**config.mk**
```make
export PLATFORM = sky130hd
export DESIGN_NAME = r_cpu_seq_ctrl
export DESIGN_NICKNAME = d
export VERILOG_FILES = /design/src/rtl/r_cpu_seq_ctrl.sv
export SDC_FILE = /design/constraint.sdc
export NUM_CORES = 1
export LEC_CHECK = 0
export CORE_MARGIN = 4
export CORE_UTILIZATION = 47
export CTS_CLUSTER_DIAMETER = 100
export CTS_CLUSTER_SIZE = 30
export DETAILED_ROUTE_END_ITERATION = 10
export GPL_TIMING_DRIVEN = 0
export HOLD_SLACK_MARGIN = 0.02
export PLACE_DENSITY = 0.84
export SYNTH_ARGS = -nofsm -noshare
export SYNTH_HDL_FRONTEND = slang
export SYNTH_SLANG_ARGS = --single-unit
```
**constraint.sdc**
```tcl
create_clock -name clka -period 2.9 [get_ports clka]
set_input_delay 0.435 -clock clka [delete_from_list [all_inputs] [get_ports clka]]
set_output_delay 0.435 -clock clka [all_outputs]
set_load 0.005 [all_outputs]
```
**src/rtl/r_cpu_seq_ctrl.sv**
```systemverilog
// Multi-cycle FETCH/DECODE/EXEC/WB sequencer for the R-type datapath, with
// run/single-step control, a retired-instruction counter and halt-on-error.
module r_cpu_seq_ctrl #(
  parameter int CNT_W   = 16,
  parameter bit TRAP_OF = 1'b1
) (
  input  logic             clka,
  input  logic             rsta,
  input  logic             run,
  input  logic             step,
  input  logic [5:0]       op,
  input  logic [5:0]       func,
  input  logic             ofa,
  input  logic             zfa,
  output logic             ir_we,
  output logic             ab_we,
  output logic             alu_we,
  output logic             reg_we,
  output logic             pc_we,
  output logic [2:0]       alu_op,
  output logic             busy,
  output logic             halted,
  output logic [1:0]       err,
  output logic             zf_q,
  output logic             of_q,
  output logic [CNT_W-1:0] inst_cnt,
  output logic [2:0]       dbg_state
);

  typedef enum logic [2:0] {
    S_IDLE   = 3'd0,
    S_FETCH  = 3'd1,
    S_DECODE = 3'd2,
    S_EXEC   = 3'd3,
    S_WB     = 3'd4,
    S_HALT   = 3'd5
  } state_t;

  state_t           state_q;
  logic [2:0]       alu_op_q;
  logic [1:0]       err_q;
  logic             zf_r_q;
  logic             of_r_q;
  logic [CNT_W-1:0] cnt_q;

  logic [2:0]       dec_op;
  logic             dec_legal;
  logic             is_addsub;

  always_comb begin
    dec_op    = 3'b000;
    dec_legal = 1'b0;
    if (op == 6'h00) begin
      dec_legal = 1'b1;
      case (func)
        6'h20:   dec_op = 3'b100;
        6'h22:   dec_op = 3'b101;
        6'h24:   dec_op = 3'b000;
        6'h25:   dec_op = 3'b001;
        6'h26:   dec_op = 3'b010;
        6'h27:   dec_op = 3'b011;
        6'h2A:   dec_op = 3'b110;
        6'h04:   dec_op = 3'b111;
        default: dec_legal = 1'b0;
      endcase
    end
  end

  // Only add/sub can trap on signed overflow; logic ops raise no overflow.
  assign is_addsub = (op == 6'h00) && ((func == 6'h20) || (func == 6'h22));

  always_ff @(posedge clka) begin
    if (rsta) begin
      state_q  <= S_IDLE;
      alu_op_q <= 3'b000;
      err_q    <= 2'd0;
      zf_r_q   <= 1'b0;
      of_r_q   <= 1'b0;
      cnt_q    <= '0;
    end else begin
      case (state_q)
        S_IDLE: begin
          if (run || step) state_q <= S_FETCH;
        end
        S_FETCH: state_q <= S_DECODE;
        S_DECODE: begin
          if (dec_legal) begin
            alu_op_q <= dec_op;
            state_q  <= S_EXEC;
          end else begin
            err_q   <= 2'd1;
            state_q <= S_HALT;
          end
        end
        S_EXEC: begin
          zf_r_q <= zfa;
          of_r_q <= ofa;
          if (TRAP_OF && ofa && is_addsub) begin
            err_q   <= 2'd2;
            state_q <= S_HALT;
          end else begin
            state_q <= S_WB;
          end
        end
        S_WB: begin
          cnt_q   <= cnt_q + 1'b1;
          state_q <= run ? S_FETCH : S_IDLE;
        end
        S_HALT:  state_q <= S_HALT;
        default: state_q <= S_IDLE;
      endcase
    end
  end

  // The A/B latch is suppressed for an illegal word so nothing is captured.
  assign ir_we     = (state_q == S_FETCH);
  assign ab_we     = (state_q == S_DECODE) && dec_legal;
  assign alu_we    = (state_q == S_EXEC);
  assign reg_we    = (state_q == S_WB);
  assign pc_we     = (state_q == S_WB);
  assign busy      = (state_q == S_FETCH) || (state_q == S_DECODE) ||
                     (state_q == S_EXEC)  || (state_q == S_WB);
  assign halted    = (state_q == S_HALT);
  assign alu_op    = alu_op_q;
  assign err       = err_q;
  assign zf_q      = zf_r_q;
  assign of_q      = of_r_q;
  assign inst_cnt  = cnt_q;
  assign dbg_state = state_q;

endmodule

```
[Word level (Yosys, flattened, before mapping)]
Cells that the tools add are included.
Word-level totals
  input bits: 18
  flip-flop bits (word level): 26
Cells by class
  muxes and demuxes: 12
  reduce and logical (&&, ||, !) cells: 14
  equality and inequality tests: 16
  $add $sub $neg: 1
Operators with widths (count)
  6-bit equality test, second input constant: 7
  3-bit case mux with 7 select lines: 1
  3-bit case mux with 6 select lines: 1
  16-bit by 1-bit adder with 16-bit output, second input constant: 1
  3-bit 2-to-1 mux: 3
  8-bit OR reduction: 1
  3-bit by 2-bit equality test with 1-bit output, second input constant: 2
  3-bit equality test, second input constant: 2
  6-bit by 3-bit equality test with 1-bit output, second input constant: 1
  6-bit logical NOT: 1
  1-bit logical OR: 5
  1-bit 2-to-1 mux: 4
  2-bit 2-to-1 mux: 2
  2-bit != test, second input constant: 2
  2-bit case mux with 2 select lines: 1
  3-bit by 1-bit equality test with 1-bit output, second input constant: 1
  1-bit logical AND: 3
  3-bit logical NOT: 1
  3-bit AND reduction: 1
  2-bit by 1-bit != test with 1-bit output, second input constant: 1
  2-bit AND reduction: 1
  2-bit nonzero test: 1

[Depth between registers and ports, before layout]
  depth in word-level cells: 6
  mapped depth: 6
  depth with buffers taken out: 5

[Worst setup path after synthesis]
OpenSTA, ideal clock, no wires.
  kind: input to output
  from: in op[2]
  to: out ab_we
  slack: 0.980 ns
  required time: 2.465 ns
  cell stages on the path: 4
  arrival time: 1.485 ns
  cell sequence: or4_4 -> nor4_4 -> o211ai_2 -> inv_1
On the way
  word-level cells in the longest chain between the ends: 3
Ends and longest elaborated chain
  from (decl): RTL line 11  | input logic [5:0] op,
  6-bit logical NOT: RTL line 53  | if (op == 6'h00) begin
  1-bit 2-to-1 mux: RTL line 53
  1-bit logical AND: RTL line 117  | assign ab_we = (state_q == S_DECODE) && dec_legal;
  to (decl): RTL line 16  | output logic ab_we,
Every way passes these cells.

[Worst setup path in the final report]
Same ends and word-level chain as after synthesis.

==> results.toml <==
[outcome]
status = "completed"

[global_route]
overflow = 0
grt_max_degree = 16
grt_pass1_vias = 1373
grt_pass1_wl_mm = 6.16
grtUsageTotal_pct = 18.8
antenna_found_initial = 0

[die]
core_area_mm2 = 0.00278
num_io_pins = 51
die_y_um = 62.3
start_util_pct = 49.8
die_x_um = 62.3
design.die.area_mm2 = 0.00388
rows = 19

[yosys]
async_flop_share_pct = 0
syn-num-nets = 180
ys_seq_area_share_pct = 37.6
yosysWarningCount = 0
synth_area_per_cell_um2 = 8.60
synth_cell_types = 50
synth_flop_cell = "dfxtp_1"
synth-edff-count = 0
synthesis.area_mm2 = 0.00139
syn_inst = 161
synth_seq_cells = 26

[sta]
rsz0062_at_grt = "false"
setup_violations = 0
fin_crit_sh_pct = 86.9
period_minus_slack_ns = 2.52
max_freq_mhz = 397
hold_violations = 0
fin_skew_ns = 0.00579
slew_headroom_pct = 64.0
worst_slew_pin_slew_ns = 0.539
slew_violations = 0

[detailed_routing]
vias = 1389
drtPass1Iterations = 4
initialDrtViolationCount = 48
wl_per_cell_um = 15.0
post_drt_via_cell_ratio = 5.56
drc = 0
wl_mm = 3.75
antenna_left = 0

[worst_setup_path]
r2r_start = "dbg_state[2]"
rrSetupSlack_ns = 0.96
worstPathArrival_ns = 2.08
crit_type = "primary input to output port"
crit_path_start_kind = "primary input"
r2r_end = "inst_cnt[14]"
critPathCaptureType = "output port"
required_ns = 2.47
r2r_cells = 6
cp_max_fo = 3
startpoint = "op[2]"

[final_layout]
drive_gt1_share_pct = 9.59
instances_no_fill = 250
antenna_cells = 0
nets = 239
multi_input_area_um2 = 797
fillCellCount = 233
seq_area_um2 = 520
final_util_pct = 72.2
final_common_cell = "clkdlybuf4s50_1"
final_cell_mix = "clkdlybuf4s50_1 (49), dfxtp_1 (26), nor2_1 (24)"
design_area_mm2 = 0.00201
area_growth_pct = 45.1

[clock_tree]
ctsHoldBuffers = 0
clockBufferDepth = 2
cts_tree = "done"
cts-root-buf = "clkbuf_4"
clock_latency_ns = 0.32
numCtsBuffers = 3
cts.reportedPaths.clkPinSlew_ns = 0.14
cts.sink_count = 26
h-tree-depth = 1

[pwr]
peakVddDrop_mv = 0.405
powerDensity_mw_per_mm2 = 381
total_power_mw = 0.766
p_leak_nw = 0.733

[placement]
gp_congestion = 0.880
place_area_mm2 = 0.00192
dp_cells = 242
dp_hpwl_mm = 2.91
io_buffers = 50

[min_path]
hold_class = "flop to flop"
hp-start = "err[1]"
hold_end = "err[1]"
worstHoldPathCells = 2

[flow_run]
maxCapViolCount = 0
[worst max-delay path: stages]
cell             delay, ns
clkdlybuf4s50_1       0.41
or4_4                 0.54
nor4_4                0.29
o211ai_2              0.17
inv_2                 0.11
dlymetal6s2s_1        0.13
[layer usage]
metal / global-route usage (%) / vias up / wire (um)
li1: - / 686 / -
met1: 22.4 / 646 / 1580
met2: 32.0 / 46 / 1870
met3: 4.14 / 11 / 207
met4: 8.22 / 0 / 91
met5: 0 / - / 0
[worst max path at each step]
stage / end / slack [ns] / cells past startpoint
finish: ab_we / 0.38 / 6
global route: alu_we / 0.31 / 4
CTS: ab_we / 0.03 / 6
detailed placement: ab_we / -0.08 / 6
global placement: ab_we / -0.03 / 6
floorplan: ab_we / 0.98 / 4
[area by class of cell]
type | count | area share, %
plain buffers | 7 | 1.87
clock inverters | 1 | 1.49
clock buffers | 3 | 1.12
multi-input cells | 120 | 39.7
repair buffers | 54 | 26.5
flip-flops and latches | 26 | 25.9
well taps | 31 | 1.93
inverters | 8 | 1.49
[synth_stat cells, types with 2 or more instances]
cell,number,area (um2)
o21ai_0,3,15.0
xor2_1,5,43.8
nor2b_1,4,25.0
nand3_1,7,35.0
nor3_1,3,15.0
o211ai_1,2,15.0
and2_1,3,18.8
inv_1,7,26.3
dfxtp_1,26,521
a211o_1,2,17.5
mux2i_1,4,40.0
nor2_1,24,90.1
xnor2_1,7,61.3
clkbuf_1,5,18.8
mux2_2,2,22.5
a21oi_1,4,20.0
and3_1,2,12.5
nand2_1,10,37.5
nor4_1,4,25.0
nand4_1,4,25.0
nor3b_1,4,30.0
[flip-flops by register name (all words and copies together), names as in the netlist]
signal,cells
err,2
inst_cnt,16
alu_op,3
zf_q,1
of_q,1
dbg_state,3
[logic make-up (layout without fill, tap and decap cells)]
kind of cell / after synthesis / in the layout / share of synthesized area (%)
xor gates and xnor gates: 12 / 12 / 7.59
DFF: 26 / 26 / 37.6
muxes: 7 / 7 / 5.33
AOI/OAI and AO/OA: 23 / 23 / 12.3
adders and majority gates: 1 / 1 / 0.903
buffers and inverters: 15 / 73 / 4.88
and+or+nand+nor: 77 / 77 / 31.4
[report_power, final]
part	total (mW)	internal, mW	switching [mW]
Clock	0.252	0.140	0.112
Combinational	0.140	0.0796	0.0600
Sequential	0.375	0.365	0.00926
[what timing repair did]
action,4_1_cts,5_1_grt
pin swaps,0,1
buffers inserted,1,3
gates resized for setup,0,2
setup endpoints to repair,1,1
[per-stage QoR]
step / hold WS (ns) / setup WS (ns) / setup TNS, ns
after detailed placement: 0.457 / -0.0831 / -0.0831
after global routing: 0.501 / 0.314 / 0
after floorplan: 0.454 / 0.980 / 0
after global placement: 0.454 / -0.0322 / -0.0322
final: 0.477 / 0.380 / 0
after CTS: 0.479 / 0.0298 / 0
Note: power is estimated with default switching activity, not from simulation.
